<file path="src/rtl/gate_mon_pkg.sv">
`default_nettype none
// +----------------------------------------------------------------------------+
// | Module   : gate_mon_pkg                                                    |
// | Brief    : Shared constants, FSM state encoding and error codes for the    |
// |            kicker gate-driver pulse monitor.                               |
// | Revision : 1.0  initial release                                            |
// +----------------------------------------------------------------------------+
package gate_mon_pkg;

    localparam int SERDES_WIDTH = 10;
    localparam int STATE_WIDTH  = 3;

    localparam logic [STATE_WIDTH-1:0] S_IDLE   = 3'd0;
    localparam logic [STATE_WIDTH-1:0] S_ALIGN  = 3'd1;
    localparam logic [STATE_WIDTH-1:0] S_DELAY  = 3'd2;
    localparam logic [STATE_WIDTH-1:0] S_FILL   = 3'd3;
    localparam logic [STATE_WIDTH-1:0] S_REPORT = 3'd4;

    localparam logic [1:0] ERR_OK        = 2'd0;
    localparam logic [1:0] ERR_TIMEOUT   = 2'd1;
    localparam logic [1:0] ERR_BAD_LEAD  = 2'd2;
    localparam logic [1:0] ERR_BAD_TRAIL = 2'd3;

endpackage
`default_nettype wire

</file>
<file path="src/rtl/gate_word_classify.sv">
`default_nettype none
// +----------------------------------------------------------------------------+
// | Module   : gate_word_classify                                              |
// | Brief    : Combinational decode of one ISERDES word (LSB earliest) into    |
// |            idle/low flags and leading/trailing edge bit counts.            |
// | Revision : 1.0  initial release                                            |
// +----------------------------------------------------------------------------+
module gate_word_classify
    import gate_mon_pkg::*;
(
    input  logic [SERDES_WIDTH-1:0] kgdWord,
    output logic                    allOnes,
    output logic                    allZeros,
    output logic                    leadValid,
    output logic [3:0]              leadCount,
    output logic                    trailValid,
    output logic [3:0]              trailCount
);

    localparam logic [SERDES_WIDTH-1:0] c_ones = {SERDES_WIDTH{1'b1}};

    assign allOnes  = &kgdWord;
    assign allZeros = ~|kgdWord;

    // Falling edge: L high bits at the LSB end then low. Rising edge: top T bits high.
    always_comb begin
        leadValid  = 1'b0;
        leadCount  = 4'd0;
        trailValid = 1'b0;
        trailCount = 4'd0;
        for (int i = 0; i < SERDES_WIDTH; i++) begin
            if (kgdWord == (c_ones >> (SERDES_WIDTH - i))) begin
                leadValid = 1'b1;
                leadCount = 4'(i);
            end
        end
        for (int t = 1; t <= SERDES_WIDTH; t++) begin
            if (kgdWord == ~(c_ones >> t)) begin
                trailValid = 1'b1;
                trailCount = 4'(t);
            end
        end
    end

endmodule
`default_nettype wire

</file>
<file path="src/rtl/gate_pulse_monitor.sv">
`default_nettype none
// +----------------------------------------------------------------------------+
// | Module   : gate_pulse_monitor                                              |
// | Brief    : Measures one active-low gate pulse per kgdStrobe from ISERDES   |
// |            words: delay words, lead bits, fill words, trail bits.          |
// |            GATE_MON_ERR_COUNT_EN adds errClear/errCount error counter.     |
// | Revision : 1.0  initial release                                            |
// +----------------------------------------------------------------------------+
module gate_pulse_monitor
    import gate_mon_pkg::*;
#(
    parameter int          DELAY_COUNT_WIDTH = 6,
    parameter int          WIDTH_COUNT_WIDTH = 6,
    parameter int unsigned LATENCY           = 3
)
(
    input  logic                         kgdClk,
    input  logic                         kgdRst_n,
    input  logic                         kgdStrobe,
    input  logic [SERDES_WIDTH-1:0]      kgdWord,
    output logic                         resultValid,
    output logic [DELAY_COUNT_WIDTH-1:0] resultDelay,
    output logic [3:0]                   resultLead,
    output logic [WIDTH_COUNT_WIDTH-1:0] resultFill,
    output logic [3:0]                   resultTrail,
    output logic [1:0]                   resultErr
`ifdef GATE_MON_ERR_COUNT_EN
    ,
    input  logic                         errClear,
    output logic [7:0]                   errCount
`endif
);

    localparam logic [DELAY_COUNT_WIDTH-1:0] c_delayMax  = {DELAY_COUNT_WIDTH{1'b1}};
    localparam logic [WIDTH_COUNT_WIDTH-1:0] c_fillMax   = {WIDTH_COUNT_WIDTH{1'b1}};
    localparam logic [7:0]                   c_alignInit = (LATENCY == 0) ? 8'd0 : 8'(LATENCY - 1);

    logic [STATE_WIDTH-1:0]       r_state;
    logic [STATE_WIDTH-1:0]       w_nextState;
    logic [7:0]                   r_alignCnt;
    logic [DELAY_COUNT_WIDTH-1:0] r_delayCnt;
    logic [WIDTH_COUNT_WIDTH-1:0] r_fillCnt;
    logic [3:0]                   r_leadCnt;
    logic                         w_term;
    logic [1:0]                   w_termErr;

    logic       w_allOnes;
    logic       w_allZeros;
    logic       w_leadValid;
    logic [3:0] w_leadCount;
    logic       w_trailValid;
    logic [3:0] w_trailCount;

    gate_word_classify u_classify (
        .kgdWord    (kgdWord),
        .allOnes    (w_allOnes),
        .allZeros   (w_allZeros),
        .leadValid  (w_leadValid),
        .leadCount  (w_leadCount),
        .trailValid (w_trailValid),
        .trailCount (w_trailCount)
    );

    always_ff @(posedge kgdClk or negedge kgdRst_n) begin
        if (!kgdRst_n) begin
            r_state <= S_IDLE;
        end else begin
            r_state <= w_nextState;
        end
    end

    always_comb begin
        w_nextState = r_state;
        w_term      = 1'b0;
        w_termErr   = ERR_OK;
        case (r_state)
            S_IDLE: begin
                if (kgdStrobe) begin
                    w_nextState = (LATENCY == 0) ? S_DELAY : S_ALIGN;
                end
            end
            S_ALIGN: begin
                if (r_alignCnt == 8'd0) begin
                    w_nextState = S_DELAY;
                end
            end
            S_DELAY: begin
                if (w_allOnes) begin
                    if (r_delayCnt == c_delayMax) begin
                        w_term    = 1'b1;
                        w_termErr = ERR_TIMEOUT;
                    end
                end else if (w_leadValid) begin
                    w_nextState = S_FILL;
                end else begin
                    w_term    = 1'b1;
                    w_termErr = ERR_BAD_LEAD;
                end
            end
            S_FILL: begin
                if (w_allZeros) begin
                    if (r_fillCnt == c_fillMax) begin
                        w_term    = 1'b1;
                        w_termErr = ERR_BAD_TRAIL;
                    end
                end else begin
                    w_term    = 1'b1;
                    w_termErr = w_trailValid ? ERR_OK : ERR_BAD_TRAIL;
                end
            end
            S_REPORT: w_nextState = S_IDLE;
            default:  w_nextState = S_IDLE;
        endcase
        if (w_term) begin
            w_nextState = S_REPORT;
        end
    end

    always_comb begin
        resultValid = (r_state == S_REPORT);
    end

    // Working counters run per measurement; result fields only move on termination
    always_ff @(posedge kgdClk or negedge kgdRst_n) begin
        if (!kgdRst_n) begin
            r_alignCnt  <= 8'd0;
            r_delayCnt  <= '0;
            r_fillCnt   <= '0;
            r_leadCnt   <= 4'd0;
            resultDelay <= '0;
            resultLead  <= 4'd0;
            resultFill  <= '0;
            resultTrail <= 4'd0;
            resultErr   <= ERR_OK;
        end else begin
            case (r_state)
                S_IDLE: begin
                    if (kgdStrobe) begin
                        r_alignCnt <= c_alignInit;
                        r_delayCnt <= '0;
                        r_fillCnt  <= '0;
                        r_leadCnt  <= 4'd0;
                    end
                end
                S_ALIGN: begin
                    if (r_alignCnt != 8'd0) begin
                        r_alignCnt <= r_alignCnt - 8'd1;
                    end
                end
                S_DELAY: begin
                    if (w_allOnes) begin
                        if (r_delayCnt != c_delayMax) begin
                            r_delayCnt <= r_delayCnt + DELAY_COUNT_WIDTH'(1);
                        end
                    end else if (w_leadValid) begin
                        r_leadCnt <= w_leadCount;
                    end
                end
                S_FILL: begin
                    if (w_allZeros && (r_fillCnt != c_fillMax)) begin
                        r_fillCnt <= r_fillCnt + WIDTH_COUNT_WIDTH'(1);
                    end
                end
                default: ;
            endcase

            if (w_term) begin
                resultDelay <= r_delayCnt;
                resultErr   <= w_termErr;
                if (r_state == S_FILL) begin
                    resultLead  <= r_leadCnt;
                    resultFill  <= r_fillCnt;
                    resultTrail <= (w_termErr == ERR_OK) ? w_trailCount : 4'd0;
                end else begin
                    resultLead  <= 4'd0;
                    resultFill  <= '0;
                    resultTrail <= 4'd0;
                end
            end
        end
    end

`ifdef GATE_MON_ERR_COUNT_EN
    logic [7:0] r_errCount;

    always_ff @(posedge kgdClk or negedge kgdRst_n) begin
        if (!kgdRst_n) begin
            r_errCount <= 8'd0;
        end else if (errClear) begin
            r_errCount <= 8'd0;
        end else if ((r_state == S_REPORT) && (resultErr != ERR_OK) && (r_errCount != 8'hFF)) begin
            r_errCount <= r_errCount + 8'd1;
        end
    end

    assign errCount = r_errCount;
`endif

endmodule
`default_nettype wire

</file>
<file path="config.mk">
export PLATFORM = sky130hd
export DESIGN_NAME = gate_pulse_monitor
export DESIGN_NICKNAME = d
export VERILOG_FILES = /design/src/rtl/gate_mon_pkg.sv /design/src/rtl/gate_word_classify.sv /design/src/rtl/gate_pulse_monitor.sv
export SDC_FILE = /design/constraint.sdc
export NUM_CORES = 1
export LEC_CHECK = 0
export BUFFER_PORTS_ARGS = -buffer_cell sky130_fd_sc_hd__buf_4
export CAP_MARGIN = 20
export CORE_ASPECT_RATIO = 0.75
export CORE_MARGIN = 4
export CORE_UTILIZATION = 57
export DETAILED_ROUTE_END_ITERATION = 10
export HOLD_SLACK_MARGIN = 0.03
export PLACE_DENSITY = 0.83
export SYNTH_ARGS = -nofsm -noshare
export SYNTH_HDL_FRONTEND = slang
export SYNTH_HIERARCHICAL = 1
export SYNTH_SLANG_ARGS = --single-unit
</file>
<file path="constraint.sdc">
create_clock -name kgdClk -period 2.7 [get_ports kgdClk]
set_clock_uncertainty 0.2 [all_clocks]
set_input_delay 0.405 -clock kgdClk [delete_from_list [all_inputs] [get_ports kgdClk]]
set_output_delay 0.405 -clock kgdClk [all_outputs]
set_load 0.02 [all_outputs]
</file>
==> flow_summary.yaml <==
clock_tree:
  ctsRootBufferMaster: "clkbuf_8"
  clock_sinks: 49
  cts_buffer_depth: 2
  cts_buffers: 5
  worstSkewPairLatency_ps: 310
  h-tree-depth: 2
  post-cts-setup-buffer-count: 0
  path_clk_slew_ps: 90
  cts_tree: "yes"
worst_setup_path:
  crit_fanout: 16
  cp_top_family: "simple AND/OR/NAND/NOR gates"
  cp.arrival_ps: 2410
  path_common_cell: "buf_4"
  end_kind: "flip-flop"
  startpoint_type: "input pin"
  crit_path_cell_trace: "buf_4 -> nor4_1 -> and2_1 -> o21ai_0 -> nand2b_1 -> nor2_1 -> a41o_1 -> a21oi_4 -> buf_4 -> a22o_1"
  critical_path_buf_inv_count: 2
  path_class: "input pin to flip-flop"
  max_stage_delay_ps: 390
  cp_slowest_cell: "nor4_1"
  crit_start: "kgdWord[5]"
  reg2reg_slack_ps: 490
  r2r_start: "r_alignCnt[0]"
  cp.required_ps: 2750
route:
  drc: 0
  drt_iter0_drc: 165
  wl_per_cell_um: 16.8
  vias_per_cell: 6.24
  drt_wl_total_um: 5910
  via_count: 2195
  dr.pass1.iters: 5
  ant_nets: 0
logic_synthesis:
  synth.most_common_cell: "dfrtp_1"
  synth_area_sq_um: 2680
  ys_seq_area_share_pct: 45.8
  synth_edf_count: 0
  synth-async-reset-ratio_pct: 100
  syn_nets: 275
  synthTopCellsByArea: "dfrtp_1, a22o_1, mux2i_1"
  ys_seq_elements: 49
  yosys_warnings: 6
  synthFlopType: "dfrtp_1"
  synthDominantCellAreaShare_pct: 45.8
  ys_types: 58
  synth_commonest_cells: "dfrtp_1, nand2_1, nor2_1, nand3_1, a22o_1"
  syn_inst: 258
  netlist.top_cell.by_area: "dfrtp_1"
  syn_area_per_cell_sq_um: 10.4
global_routing:
  grt_max_degree: 50
  grt_pass1_wl_um: 10200
  grt_pass1_vias: 2072
  grt_remaining_overflow: 0
  antenna_found_initial: 0
  track_usage_pct: 21.9
placed_design:
  gp_congestion: 0.837
  dp_hpwl_um: 4210
  numPortBuffers: 35
  pre_cts_ws_ps: 40.7
floorplanning:
  dieArea_sq_um: 5870
  core_sq_um: 4490
  dieHeight_um: 67.3
  fp-row-count: 21
  start_util_pct: 59.6
  die_w_um: 87.1
  io_pins: 36
pwr:
  cellLeakagePower_nw: 1.44
  power_frac_clock_pct: 22.2
  ir_drop_v: 0.000389
  power_frac_seq_pct: 47.2
  cellPowerDensity_nw_per_um2: 648
  switchingPower_uw: 717
  p_total_mw: 1.99
  swShare_pct: 36.1
  internal_power_mw: 1.27
  share_comb_of_total_power_pct: 30.6
hold_path:
  worstHoldStart: "kgdWord[7]"
  hp-class: "input pin to flip-flop"
sta:
  slew_viol_final: 0
  max_slew_margin_pct: 56.4
  setup_tns_ps: 0
  timing.final.crit_share_pct: 87.7
  worst_pin_slew_ps: 652
  finalCriticalPeriod_ps: 2370
  rsz0062_at_grt: "no"
  finalHoldViolCount: 0
  finalSetupViolCount: 0
  final.setup.worst_slack_ps: 332
  clock.fmax_ghz: 0.422
status:
  outcome: "finished, final reports clean"
cells_and_area:
  area_growth_pct: 14.6
  final_layout_size_suffix_gt1_share_pct: 22.4
  diodes: 0
  nets: 311
job:
  max_cap_violations: 0
## worst paths after layout
path | endpoint | cells after the start
worst max register to register | r_state[0] | 6
worst min-delay path | r_leadCnt[0] | 4
worst max-delay path | resultFill[4] | 10
min in group asynchronous | resultDelay[3] | 2
worst min register to register | resultFill[5] | 1
max in group asynchronous | resultLead[0] | 2
## cells by family (layout without fill, tap and decap cells)
family          count (synthesis)  after routing  synth area share, %
buf+inv                        26             63                 5.56
mux                            15             15                 5.89
xor+xnor                        7              7                 2.29
flops                          49             49                 45.8
compound gates                 59             59                 16.7
fa+ha+maj                       4              4                 1.87
simple gates                   98             98                 21.9
## power groups by stage
stage               sequential (mW)  combinational (mW)  clock [mW]
floorplan                     0.929               0.483           0
global placement              0.946               0.588           0
detailed placement            0.950               0.608           0
CTS                           0.937               0.611       0.451
global route                  0.955               0.680       0.476
finish                        0.939               0.608       0.442
## metrics by stage
| step | instance area, sq um | util (%) | std cells | hold slack (ps) |
|---|---|---|---|---|
| after floorplan | 2680 | - | 258 | -90.6 |
| after global placement | 2970 | 66.0 | 343 | 253 |
| after detailed placement | 2970 | 66.0 | 343 | 259 |
| after CTS | 3070 | 68.3 | 352 | 285 |
| after global routing | 3070 | 68.3 | 352 | 340 |
| final | 3070 | 68.3 | 352 | 297 |
## worst min-delay path: stages
cell     delay, ps
buf_4          120
mux2i_1         90
nand3_1         60
o21ai_0         70
## layout by cell type, fill, tap and decap left out, drive strengths merged, types with 4 or more instances in the layout
cell    instances
nand3          15
buf            44
nor3            8
xnor2           4
mux2i           9
ha              4
nor2           18
a22o           14
nand2          20
inv            11
clkbuf          5
a21oi           8
dfrtp          49
o21ai          11
mux2            6
## state kept, by name, indices dropped and copies added (netlist names)
name and cells:
resultLead 4, resultTrail 4, resultErr 2, r_delayCnt 6, resultDelay 6, r_leadCnt 4, r_alignCnt 8, r_state 3
r_fillCnt 6, resultFill 6
## layout make-up
type	count	area (sq um)
Tap cell	57	71.3
Multi-Input combinational cell	183	1300
Timing Repair Buffer	45	340
Clock inverter	3	21.3
Fill cell	371	1430
Sequential cell	49	1230
Clock buffer	5	68.8
Inverter	10	37.5
## per-layer routing
metal / global-route usage (%) / vias up / routed length, um
met5: 0 / - / 0
met4: 4.79 / 0 / 33
met3: 4.63 / 4 / 362
met2: 33.2 / 79 / 2740
met1: 32.5 / 1075 / 2770
li1: - / 1037 / -
## what timing repair did
item                                    in CTS  in global routing
endpoints found under the setup margin       0                  0
hold endpoints to repair                    49                  0
hold buffers                                 1                  0
resized for setup                            0                  0
Power figures use the tool's default switching activity.
